### src/rtl/ser_to_par.sv
`default_nettype none
// ============================================================================
// Module   : ser_to_par
// Purpose  : Serial-to-parallel receiver with double-buffered valid/ready output.
// Revision : 1.0 - initial release
// ============================================================================
module ser_to_par #(
  parameter int WIDTH     = 32,
  parameter bit MSB_FIRST = 1'b1
) (
  input  logic             SerClock,
  input  logic             SerReset,
  input  logic             SerIn,
  input  logic             SerValidFlag,
  output logic [WIDTH-1:0] BusOut,
  output logic             ParValid,
  input  logic             ParReady,
  output logic             FrameError,
  output logic             Overrun
);

  localparam int                 c_CNT_W = $clog2(WIDTH);
  localparam logic [c_CNT_W-1:0] c_LAST  = c_CNT_W'(WIDTH - 1);
  localparam logic [c_CNT_W-1:0] c_ONE   = c_CNT_W'(1);

  typedef enum logic [0:0] {
    IDLE  = 1'b0,
    SHIFT = 1'b1
  } state_t;

  state_t             r_state;
  state_t             w_nextState;
  logic [c_CNT_W-1:0] r_count;
  logic [c_CNT_W-1:0] w_nextCount;
  logic [WIDTH-1:0]   r_shiftReg;
  logic [WIDTH-1:0]   w_nextShift;
  logic [WIDTH-1:0]   w_shifted;
  logic               w_complete;
  logic               w_frameErr;
  logic [WIDTH-1:0]   r_busOut;
  logic               r_parValid;
  logic               r_frameError;
  logic               r_overrun;

  // Bit order only changes which end of the shift register the new bit enters.
  if (MSB_FIRST) begin : g_msbFirst
    assign w_shifted = {r_shiftReg[WIDTH-2:0], SerIn};
  end else begin : g_lsbFirst
    assign w_shifted = {SerIn, r_shiftReg[WIDTH-1:1]};
  end

  always_comb begin
    w_nextState = r_state;
    w_nextCount = r_count;
    w_nextShift = r_shiftReg;
    w_complete  = 1'b0;
    w_frameErr  = 1'b0;
    case (r_state)
      IDLE: begin
        if (SerValidFlag) begin
          w_nextShift = w_shifted;
          w_nextCount = c_ONE;
          w_nextState = SHIFT;
        end
      end
      SHIFT: begin
        if (SerValidFlag) begin
          if (r_count == c_LAST) begin
            // Completed word leaves via w_shifted; register restarts clean.
            w_complete  = 1'b1;
            w_nextShift = '0;
            w_nextCount = '0;
            w_nextState = IDLE;
          end else begin
            w_nextShift = w_shifted;
            w_nextCount = r_count + c_ONE;
          end
        end else begin
          w_frameErr  = 1'b1;
          w_nextShift = '0;
          w_nextCount = '0;
          w_nextState = IDLE;
        end
      end
      default: begin
        w_nextState = IDLE;
        w_nextCount = '0;
      end
    endcase
  end

  always_ff @(posedge SerClock) begin
    if (SerReset) begin
      r_state    <= IDLE;
      r_count    <= '0;
      r_shiftReg <= '0;
    end else begin
      r_state    <= w_nextState;
      r_count    <= w_nextCount;
      r_shiftReg <= w_nextShift;
    end
  end

  // Output stage: a completion may load in the same edge the old word is taken.
  always_ff @(posedge SerClock) begin
    if (SerReset) begin
      r_busOut     <= '0;
      r_parValid   <= 1'b0;
      r_frameError <= 1'b0;
      r_overrun    <= 1'b0;
    end else begin
      r_frameError <= w_frameErr;
      if (w_complete) begin
        if (!r_parValid || ParReady) begin
          r_busOut   <= w_shifted;
          r_parValid <= 1'b1;
        end else begin
          r_overrun  <= 1'b1;
        end
      end else if (r_parValid && ParReady) begin
        r_parValid <= 1'b0;
      end
    end
  end

  assign BusOut     = r_busOut;
  assign ParValid   = r_parValid;
  assign FrameError = r_frameError;
  assign Overrun    = r_overrun;

endmodule
`default_nettype wire
### config.mk
export PLATFORM = sky130hd
export DESIGN_NAME = ser_to_par
export DESIGN_NICKNAME = d
export VERILOG_FILES = /design/src/rtl/ser_to_par.sv
export SDC_FILE = /design/constraint.sdc
export NUM_CORES = 1
export LEC_CHECK = 0
export BUFFER_PORTS_ARGS = -buffer_cell sky130_fd_sc_hd__buf_2
export CORE_ASPECT_RATIO = 1.2
export CORE_MARGIN = 10
export CORE_UTILIZATION = 35
export CTS_CLUSTER_DIAMETER = 60
export DETAILED_ROUTE_END_ITERATION = 16
export GPL_TIMING_DRIVEN = 1
export PLACE_DENSITY = 0.62
export SETUP_SLACK_MARGIN = 0.15
export SLEW_MARGIN = 25
export SYNTH_ARGS = -nofsm -noshare
export SYNTH_HDL_FRONTEND = slang
export SYNTH_SLANG_ARGS = --single-unit
### constraint.sdc
create_clock -name SerClock -period 2.5 [get_ports SerClock]
set_input_delay 0.25 -clock SerClock [delete_from_list [all_inputs] [get_ports SerClock]]
set_output_delay 0.25 -clock SerClock [all_outputs]
set_load 0.1 [all_outputs]
Yosys cells after proc, flatten, opt, wreduce, memory -nomap -nowiden. Cells that the tools add are included.

Word-level logic and storage cells: 40. Input bits: 5. Flip-flop bits (word level): 72. Output and inout bits: 35.

Bitwise operators: 2. Reductions and logical operators: 8. Equal/unequal tests: 3. Mux-type cells: 19. $add $sub $neg: 1.

Operators with widths (count): two-way mux 31 bit (3); one-hot mux 31 bit (2 select lines) (1); two-way mux 5 bit (3); two-way mux 1 bit (10); one-hot mux 5 bit (2 select lines) (1); AND reduction 2 bit (3); adder 5 x 1 -> 5 bit (second input constant) (1); == test 5 bit (second input constant) (1); != test 2 x 1 -> 1 bit (second input constant) (1); != test 2 bit (second input constant) (1); NOT 1 bit (2); one-hot mux 1 bit (2 select lines) (1); nonzero test 2 bit (1); OR reduction 2 bit (1); logical AND 1 bit (1); logical NOT 1 bit (1); logical OR 1 bit (1).

Depth between registers and ports, before layout.
Depth after elaboration: 6. Gate-level depth with buffers: 8. Gate-level depth less buffers: 6.

Least setup slack after synthesis. OpenSTA, ideal clock, no wires.

Path kind: flip-flop to flip-flop. Start point: register r_parValid (netlist: ParValid). End point: register r_busOut[22] (netlist: BusOut[22]). Path buffers: 1. Setup time: 0.071 ns. Clock period less this slack: 1.874 ns. Data required time: 2.429 ns. Slack: 0.626 ns. Stages on the path, launching flop included: 5. Arrival time: 1.803 ns. Cell sequence: dfxtp_1 -> nor2b_1 -> clkbuf_1 -> o21ai_0 -> a21oi_1.

Cells in the longest elaborated chain, start to end: 3.

RTL lines: from (decl) (RTL line 41) `logic r_parValid;`; from (signal assigned) (RTL line 108) `r_parValid <= 1'b0;`; from (signal assigned) (RTL line 116) `r_parValid <= 1'b1;`; from (signal assigned) (RTL line 121) `r_parValid <= 1'b0;`; logical NOT 1 bit (RTL line 114) `if (!r_parValid || ParReady) begin`; logical OR 1 bit (RTL line 114); AND reduction 2 bit (no line); to (signal assigned) (RTL line 115) `r_busOut <= w_shifted;`; to (decl) (RTL line 40) `logic [WIDTH-1:0] r_busOut;`.

Every way passes these cells. A chain may end at the register's enable or synchronous reset.

Worst setup path after layout.
Start point: register r_count[0]. End point: register r_busOut[1] (netlist: BusOut[1]).

Cells in the longest elaborated chain, start to end: 5.

RTL lines: from (decl) (RTL line 33) `logic [c_CNT_W-1:0] r_count;`; from (signal assigned) (RTL line 99) `r_count <= w_nextCount;`; == test 5 bit (RTL line 68) `if (r_count == c_LAST) begin`; two-way mux 1 bit (RTL line 68); two-way mux 1 bit (RTL line 67) `if (SerValidFlag) begin`; two-way mux 1 bit (RTL line 58) `case (r_state)`; AND reduction 2 bit (no line).

Every way passes these cells.

==> metrics.txt <==
top post-synthesis cells by area=dfxtp_1 (55%), a22oi_1 (8.9%), nand3_1 (7.0%); Core Area=0.00727 mm^2; adder-cell share of the synthesized area=1.43%; Max-slew headroom=60.9%; metal3 WL=295 um; type of the worst setup path=register to register; global-route wire length before repair=10200 um; Layout Area Growth over Synthesis=16.1%; async set-reset flop share out of synthesis=0%; worst-path fanout max=25; Non-Filler Instances=414; Clock Skews=0.00929 ns; cell chain of the critical path=ha_1 -> and3_1 -> ha_1 -> and3_1 -> buf_4 -> nand3_1 -> a21oi_1; Flop pwr share=55.4%; hold_buf cts=0; leading register cell type out of synthesis=dfxtp_1; R2R Setup Slk=0.46 ns; RSZ-0062 raised after global routing=no; VDD IR max=0.000326 V; Final period util=81.7%; mux contribution to synthesized area=0%; count leader, synth=dfxtp_1; crit end category=register; post-synth top area share=54.9%; Final Max Tran Viols=0; antenna violations before repair=0; EDFF count, synth=0; HP Start=SerIn; # fillers=771; clock latency on the worst-skew pair=0.33 ns; Pint=0.00166 W; nets=331; drc violations=0; total design power=0.00209 W; Placer Congestion=0.780; WL met2=2940 um; worst min-delay path class=primary input to register; R2R cell count=7; Compound-Gate Fraction of Synth Area=23.1%; clk sinks=72; routed length on met1=2610 um; DR WL/cell=14.5 um; Final Hold Viols=0; vias in the first global route=2205; Starting Density=36.1%; top sig layer=met4; CTS root buf=clkbuf_8; drt via density=5.34; drt pass-1 iters=4; DP Cell Count=402; Synth Register Bits=72; synthesized cell area=0.00263 mm^2; Die X-Extent=99.1 um; grt total ovfl=0; Post-Route WL=6020 um; DPL Wire Length=3770 um; setup violators final=0; TritonCTS Buffers=9; Post-synth top cells=dfxtp_1 (72), nand3_1 (37), a21oi_1 (36), nor2_1 (33), o21ai_0 (32); Core Rows=34; WHS Path Cells=3; setup_tns=0 ns; worst r2r src=r_count[0]; combinational share of power=2.9%; synth warn=0; routed via count=2209; H-tree levels=3; CTS tree=yes; Synth cell types=26; layout cells sized above 1=19.4%; number of antenna diodes=0; sequential-to-total area share from yosys stat=54.9%; GR Util All Layers=10.8%; LEAKAGE=1.15 nW; die area=0.0114 mm^2; crit start category=register; Worst Hold Path EP=BusOut[0]; syn nets=303; largest family of logic cells by synthesized area=compound AO/OA/AOI/OAI gates; Final ANT Viol Nets=0; Clock Power Share=41.7%; fin crit period=2.04 ns; Max stage delay on crit path=0.39 ns; largest net degree at the start of global routing=34; Net Sw Power=0.000429 W; reg2reg end=BusOut[1]; Slowest cell on crit path=and3_1; initial DRC count=140; CTS Buffer Depth=2; post-synthesis xor/xnor area fraction=0%; PostCTS Resize Cnt=0; syn avg cell area=8.91 um^2; fmax=490 MHz; Post-Syn Instances=295; Simple-Gate Fraction of Synth Area=15.4%; post-synth top area cell=dfxtp_1; WP data arrival=2.30 ns; max-cap viol count=0; total I/O pin count=40; Port Buf Inserts=39; post-CTS setup buffer count=0; status=complete, no violations; chip height=115 um; WP data required=2.76 ns; PD cells=684 mW/mm^2; clk slew on worst S/H paths=0.07 ns; fin util=41.9%; switching part of the total=20.5%; worst slew pin tran=0.587 ns
-- routing by layer --
metal	global-route usage, %	vias up
met2	18.7	34
met1	11.6	1059
met5	0	-
met3	2.64	11
li1	-	1105
met4	6.79	0
-- critical path, delay by kind of cell, from the launching register on --
kind | cells | cell delay (ns)
buf+inv | 1 | 0.34
fa+ha+maj | 2 | 0.40
compound gates | 1 | 0.13
simple gates | 3 | 0.72
flops | 1 | 0.37
-- layout make-up --
type / instances / area, um^2 / area share (%)
clock buffer: 11 / 151 / 4.96
clock inverter: 1 / 30.0 / 0.984
inverter: 1 / 3.75 / 0.123
multi-input combinational: 192 / 1060 / 34.6
sequential: 72 / 1440 / 47.3
tap: 90 / 113 / 3.69
timing repair buffer: 47 / 255 / 8.37
-- state kept, by name (all words and copies together), names as in the netlist --
| signal | flops |
|---|---|
| BusOut | 32 |
| FrameError | 1 |
| Overrun | 1 |
| ParValid | 1 |
| r_count | 5 |
| r_shiftReg | 31 |
| r_state | 1 |
-- worst max path at each step --
stage	from	slack, ns	depth (start not counted)	end
after floorplan	ParValid	0.63	4	BusOut[22]
after global placement	r_count[0]	0.56	7	BusOut[2]
after detailed placement	r_count[0]	0.49	7	BusOut[9]
after CTS	r_count[0]	0.46	7	BusOut[1]
after global routing	r_count[0]	0.25	7	BusOut[8]
final	r_count[0]	0.46	7	BusOut[1]
-- stage by stage --
| step | cell area [um^2] | worst slack [ns] | hold WS [ns] |
|---|---|---|---|
| 6_report | 3050 | 0.458 | 0.200 |
| 2_1_floorplan | 2630 | 0.626 | 0.398 |
| 5_1_grt | 3050 | 0.254 | 0.218 |
| 3_5_place_dp | 2870 | 0.490 | 0.463 |
| 4_1_cts | 3050 | 0.460 | 0.191 |
| 3_3_place_gp | 2870 | 0.561 | 0.462 |
-- cell families after synthesis --
kind of cell	Yosys count
compound gates	104
simple gates	85
flops	72
buf+inv	31
fa+ha+maj	3
-- power by group through the flow --
stage	logic (W)	clock network [W]	registers, W
finish	0.0000607	0.000871	0.00116
global route	0.0000672	0.000939	0.00116
CTS	0.0000613	0.000893	0.00116
detailed placement	0.0000606	0	0.00118
global placement	0.0000605	0	0.00118
floorplan	0.0000461	0	0.00118
-- cell usage in the layout (no fill, tap or decap) --
master / n
nor3b_1: 1
a21oi_1: 36
or3b_1: 1
buf_2: 39
a31oi_1: 2
a21boi_2: 1
a22oi_1: 31
and3_1: 2
and3b_4: 1
buf_4: 8
nand3b_1: 2
inv_1: 1
o21a_1: 1
clkbuf_8: 11
bufinv_16: 1
nand2_1: 4
nor3_1: 1
dfxtp_1: 72
nor2_1: 33
nor2b_2: 1
ha_1: 3
o21ai_0: 32
nand2b_1: 1
nand3_1: 37
nor2_2: 1
a211oi_1: 1
Power figures use the tool's default switching activity.
